===== src/rtl/alu_deserializer.sv =====
// Serial receive front end: decodes 11-bit packets into A/B operands and an opcode,
// validates frame length, CRC4 and opcode, and reports one result per cmd packet.
module alu_deserializer #(
  parameter int unsigned DATA_BYTES = 8
) (
  input  logic        clk,
  input  logic        rst_n,
  input  logic        sin,
  output logic [31:0] a_o,
  output logic [31:0] b_o,
  output logic [2:0]  op_o,
  output logic        valid_o,
  output logic [2:0]  err_o,
  output logic        err_valid_o
);

  localparam int unsigned CntW = $clog2(DATA_BYTES + 1);
  localparam logic [CntW-1:0] FullCnt = CntW'(DATA_BYTES);

  typedef enum logic [2:0] {
    StIdle,
    StType,
    StPayload,
    StStop,
    StCheck
  } state_e;

  state_e          state_q, state_d;
  logic [2:0]      bit_cnt_q;
  logic [7:0]      payload_q;
  logic            is_cmd_q;
  logic [63:0]     data_q;
  logic [CntW-1:0] byte_cnt_q;
  logic            ovf_q;

  logic [2:0] cmd_op;
  logic [3:0] cmd_crc;
  logic [3:0] crc_calc;
  logic       op_legal;
  logic       count_ok;

  // x^4 + x + 1, zero seed, MSB first, no final XOR
  function automatic logic [3:0] crc4(input logic [67:0] msg);
    logic [3:0] c;
    logic       fb;
    c = '0;
    for (int i = 67; i >= 0; i--) begin
      fb = c[3] ^ msg[i];
      c  = {c[2:0], 1'b0} ^ {2'b00, fb, fb};
    end
    return c;
  endfunction

  assign cmd_op   = payload_q[6:4];
  assign cmd_crc  = payload_q[3:0];
  assign crc_calc = crc4({data_q, 1'b1, cmd_op});
  assign op_legal = (cmd_op == 3'b000) || (cmd_op == 3'b001) ||
                    (cmd_op == 3'b100) || (cmd_op == 3'b101);
  assign count_ok = (byte_cnt_q == FullCnt) && !ovf_q;

  always_ff @(posedge clk or negedge rst_n) begin
    if (!rst_n) begin
      state_q <= StIdle;
    end else begin
      state_q <= state_d;
    end
  end

  always_comb begin
    state_d = state_q;
    case (state_q)
      StIdle:    if (!sin) state_d = StType;
      StType:    state_d = StPayload;
      StPayload: if (bit_cnt_q == 3'd7) state_d = StStop;
      StStop:    state_d = (sin && is_cmd_q) ? StCheck : StIdle;
      // A start bit may follow the cmd stop bit with no idle gap
      StCheck:   state_d = sin ? StIdle : StType;
      default:   state_d = StIdle;
    endcase
  end

  always_ff @(posedge clk or negedge rst_n) begin
    if (!rst_n) begin
      bit_cnt_q   <= '0;
      payload_q   <= '0;
      is_cmd_q    <= 1'b0;
      data_q      <= '0;
      byte_cnt_q  <= '0;
      ovf_q       <= 1'b0;
      a_o         <= '0;
      b_o         <= '0;
      op_o        <= '0;
      valid_o     <= 1'b0;
      err_o       <= '0;
      err_valid_o <= 1'b0;
    end else begin
      valid_o     <= 1'b0;
      err_valid_o <= 1'b0;
      case (state_q)
        StType: begin
          is_cmd_q  <= sin;
          bit_cnt_q <= '0;
        end
        StPayload: begin
          payload_q <= {payload_q[6:0], sin};
          bit_cnt_q <= bit_cnt_q + 3'd1;
        end
        StStop: begin
          if (!sin) begin
            err_o       <= 3'b100;
            err_valid_o <= 1'b1;
            byte_cnt_q  <= '0;
            ovf_q       <= 1'b0;
          end else if (!is_cmd_q) begin
            data_q <= {data_q[55:0], payload_q};
            if (byte_cnt_q == FullCnt) begin
              ovf_q <= 1'b1;
            end else begin
              byte_cnt_q <= byte_cnt_q + 1'b1;
            end
          end
        end
        StCheck: begin
          byte_cnt_q <= '0;
          ovf_q      <= 1'b0;
          if (!count_ok) begin
            err_o       <= 3'b100;
            err_valid_o <= 1'b1;
          end else if (crc_calc != cmd_crc) begin
            err_o       <= 3'b010;
            err_valid_o <= 1'b1;
          end else if (!op_legal) begin
            err_o       <= 3'b001;
            err_valid_o <= 1'b1;
          end else begin
            b_o     <= data_q[63:32];
            a_o     <= data_q[31:0];
            op_o    <= cmd_op;
            valid_o <= 1'b1;
          end
        end
        default: ;
      endcase
    end
  end

endmodule


===== config.mk =====
export PLATFORM = sky130hd
export DESIGN_NAME = alu_deserializer
export DESIGN_NICKNAME = d
export VERILOG_FILES = /design/src/rtl/alu_deserializer.sv
export SDC_FILE = /design/constraint.sdc
export NUM_CORES = 1
export LEC_CHECK = 0
export CAP_MARGIN = 20
export CORE_MARGIN = 2
export CORE_UTILIZATION = 38
export CTS_BUF_LIST = sky130_fd_sc_hd__clkbuf_8 sky130_fd_sc_hd__clkbuf_16
export DETAILED_ROUTE_END_ITERATION = 6
export MAX_ROUTING_LAYER = met4
export PLACE_DENSITY = 0.64
export REMOVE_ABC_BUFFERS = 1
export SYNTH_ARGS = -nofsm -noshare
export SYNTH_HDL_FRONTEND = slang
export SYNTH_SLANG_ARGS = --single-unit

===== constraint.sdc =====
create_clock -name clk -period 5.1 [get_ports clk]
set_input_delay 1.02 -clock clk [delete_from_list [all_inputs] [get_ports clk]]
set_output_delay 1.02 -clock clk [all_outputs]
set_load 0.03 [all_outputs]

==> results.sh <==
export IMPL_status="finished clean"
export IMPL_ys_seq_elements=156
export IMPL_post_cts_repair_setup_buffers=0
export IMPL_top_level_pins=75
export IMPL_floorplan_row_count=50
export IMPL_synth_top_cell_area_share_pct=53.5
export IMPL_synth_distinct_cells=38
export IMPL_worst_slew_margin_rel_pct=37.8
export IMPL_power_switching_w=0.00203
export IMPL_pwr_share_comb_pct=51.4
export IMPL_dpl_instance_area_sq_um=8280
export IMPL_synthMostInstantiatedCell="sky130_fd_sc_hd__dfrtp_1"
export IMPL_cts_resized_gates=0
export IMPL_area_growth_syn_to_layout_pct=21.4
export IMPL_fin_crit_sh_pct=73.0
export IMPL_globalRouteOverflowTotal=0
export IMPL_timing_max_transition_violations_final=0
export IMPL_nFillCells=1658
export IMPL_path_delay_family="XOR/XNOR gates"
export IMPL_first_global_vias=4340
export IMPL_worst_setup_path_type="register to register"
export IMPL_maxCapViolCount=0
export IMPL_pin_count_of_the_biggest_net_entering_global_routing=117
export IMPL_swShare_pct=34.6
export IMPL_synth_top_cells_by_count="156 x sky130_fd_sc_hd__dfrtp_1, 111 x sky130_fd_sc_hd__mux2_2, 61 x sky130_fd_sc_hd__xnor2_1, 29 x sky130_fd_sc_hd__mux2_4, 20 x sky130_fd_sc_hd__xnor3_1"
export IMPL_internal_power_w=0.00383
export IMPL_hold_viol_final=0
export IMPL_post_synth_inst_count=487
export IMPL_p_total_w=0.00586
export IMPL_synth_seq_area_share_pct=53.5
export IMPL_num_antenna_cells=0
export IMPL_worst_path_max_fanout=41
export IMPL_path_cells="xnor2_1 > xnor2_1 > xnor2_1 > xnor3_1 > xnor3_1 > xnor2_1 > mux2i_2 > nand4_1 > buf_4 > mux2_2"
export IMPL_power_sequential_fraction_pct=28.3
export IMPL_synth_top_cell_by_area="sky130_fd_sc_hd__dfrtp_1"
export IMPL_fmax_ghz=0.269
export IMPL_multi_input_comb_area_sq_um=3290
export IMPL_drtAntennaViolNets=0
export IMPL_max_stage_delay_ps=540
export IMPL_worstMarginPinSlew_ps=932
export IMPL_finalWorstPathRequiredPeriod_ps=3720
export IMPL_core_area_sq_um=18800
export IMPL_final_seq_area_sq_um=3900
export IMPL_critical_path_top_cell_by_count="sky130_fd_sc_hd__xnor2_1"
export IMPL_floorplan_die_width_microns=143
export IMPL_clockBufferDepth=2
export IMPL_setup_tns_ps=0
export IMPL_pre_cts_ws_ps=1370
export IMPL_grt_antenna_before_repair=0
export IMPL_sinks_on_clock_net=156
export IMPL_timing_final_setup_violations=0
export IMPL_avgViaCountPerCell=4.97
export IMPL_gr_usage_all_layers_pct=16.1
export IMPL_register_clock_pin_slew_on_the_reported_worst_setup_and_hold_paths_ps=70
export IMPL_timing_critical_path_required_ps=5410
export IMPL_synth_ff_type="sky130_fd_sc_hd__dfrtp_1"
export IMPL_postRouteWirelength_mm=14.6
export IMPL_powerDensity_nw_per_um2=661
export IMPL_num_nets_final=575
export IMPL_crit_path_top_delay_cell="sky130_fd_sc_hd__xnor3_1"
export IMPL_cts_inserted_buffers=17
export IMPL_finalWorstSetupSlack_ps=1380
export IMPL_worst_ir_drop_vdd_uv=555
export IMPL_timing_critical_path_arrival_ps=4030
export IMPL_routabilityCongestion=0.828
export IMPL_chipHeight_microns=143
export IMPL_grt_pass1_wl_mm=24.3
export IMPL_synth_async_reset_ratio_pct=100
export IMPL_dr_pass1_iters=4
export IMPL_rsz0062_at_grt="false"
export IMPL_critical_path_startpoint_type="register"
export IMPL_synth_cell_area_sq_um=7300
export IMPL_floorplan_initialDensity_pct=38.9
export IMPL_avgSynthCellArea_sq_um=15.0
export IMPL_cts_hold_buf=0
export IMPL_critical_path_endpoint_type="register"
export IMPL_violation_count_after_the_first_detailed_route_iteration=186
export IMPL_wire_per_inst_microns=17.9
export IMPL_part_of_the_power_in_the_clock_network_pct=20.3
export IMPL_maximum_level_of_the_cts_h_tree=4
export IMPL_die_area_sq_um=20300
export IMPL_final_cell_area_sq_um=8860
export IMPL_yosys_warnings=0
export IMPL_synth_edff_count=0
export IMPL_drive_above_1_share_pct=32.2
export IMPL_dp_final_hpwl_mm=9.96
export IMPL_power_leakage_nw=4.28
export IMPL_finClkSkew_ps=12.8
export IMPL_clk_latency_ps=430
export IMPL_timing_critical_path_buf_inv=1
export IMPL_clock_root_buffer="sky130_fd_sc_hd__clkbuf_16"
export IMPL_cts_tree="built"
export IMPL_route_detailed_drc=0
export IMPL_setup_reg_to_reg_worst_slack_ps=1380
export IMPL_routed_via_count=4048
export IMPL_yosys_top_cells_area="sky130_fd_sc_hd__dfrtp_1 53%, sky130_fd_sc_hd__mux2_2 17%, sky130_fd_sc_hd__xnor2_1 7.3%"
export IMPL_min_path_type="primary input to asynchronous set/reset pin"
export IMPL_io_buffers=74
==> power groups by stage <==
| stage | sequential (W) | clock [W] | combinational [W] |
|---|---|---|---|
| global route | 0.00170 | 0.00127 | 0.00323 |
| CTS | 0.00166 | 0.00122 | 0.00305 |
| floorplan | 0.00161 | 0 | 0.00258 |
| detailed placement | 0.00169 | 0 | 0.00301 |
| finish | 0.00166 | 0.00119 | 0.00301 |
| global placement | 0.00168 | 0 | 0.00293 |
==> layer usage <==
metal,track usage (%),wire length [microns],vias up,share of wire (%)
li1,-,-,1857,-
met1,21.9,6770,2100,47
met2,24.3,7160,72,49
met3,3.49,426,19,2.9
met4,4.69,196,0,1.3
met5,-,0,-,0
==> per-stage QoR <==
stage	hold WS (ps)	utilization, %	std cells
2_1_floorplan	475	-	469
3_3_place_gp	469	44.1	782
3_5_place_dp	471	44.1	782
4_1_cts	491	47.1	814
5_1_grt	402	47.2	815
6_report	409	47.2	815
==> final cells by class <==
| type | count | area share (%) |
|---|---|---|
| Tap cell | 234 | 3.30 |
| Clock buffer | 19 | 5.11 |
| Clock inverter | 13 | 1.16 |
| Sequential cell | 156 | 44.0 |
| Inverter | 5 | 0.212 |
| Multi-Input combinational cell | 308 | 37.1 |
| Timing Repair Buffer | 80 | 9.10 |
==> layout by cell type (no fill, tap or decap), types with 9 or more instances in the layout <==
| cell | n |
|---|---|
| sky130_fd_sc_hd__dfrtp_1 | 156 |
| sky130_fd_sc_hd__mux2_2 | 111 |
| sky130_fd_sc_hd__clkdlybuf4s50_1 | 73 |
| sky130_fd_sc_hd__xnor2_1 | 61 |
| sky130_fd_sc_hd__mux2_4 | 29 |
| sky130_fd_sc_hd__xnor3_1 | 20 |
| sky130_fd_sc_hd__clkbuf_16 | 17 |
| sky130_fd_sc_hd__xor2_1 | 13 |
| sky130_fd_sc_hd__nand2_1 | 12 |
| sky130_fd_sc_hd__o21ai_0 | 9 |
==> worst register-to-register path: cells and delay by family (launching register included) <==
family | cells | cell delay [ps]
xor+xnor | 6 | 1890
buf+inv | 1 | 510
flops | 1 | 460
mux | 2 | 610
simple gates | 1 | 130
==> final timing paths <==
| kind | cells past startpoint | startpoint | end |
|---|---|---|---|
| worst max-delay path | 10 | data_q[52] | a_o[30] |
| worst min-delay path | 1 | rst_n | a_o[18] |
| worst max register to register | 10 | data_q[52] | a_o[30] |
| worst min register to register | 1 | op_o[1] | op_o[1] |
| max in group asynchronous | 3 | rst_n | b_o[13] |
| min in group clk | 1 | op_o[1] | op_o[1] |
==> state kept, by name, indices dropped and copies added, names as in the netlist <==
name         cells
valid_o          1
is_cmd_q         1
op_o             3
byte_cnt_q       4
a_o             32
ovf_q            1
err_valid_o      1
data_q          64
err_o            3
state_q          3
bit_cnt_q        3
payload_q        8
b_o             32
==> cell families after synthesis <==
logic type               Yosys count  share of synthesized area [%]
XOR/XNOR                          99                           16.3
AND/OR/NAND/NOR                   41                           2.72
AO/OA/AOI/OAI                     22                           1.87
multiplexers                     142                           23.4
buffers and inverters             23                           1.59
adder cells (fa/ha/maj)            4                          0.685
flip-flops                       156                           53.5
Note: power is estimated with default switching activity, not from simulation.
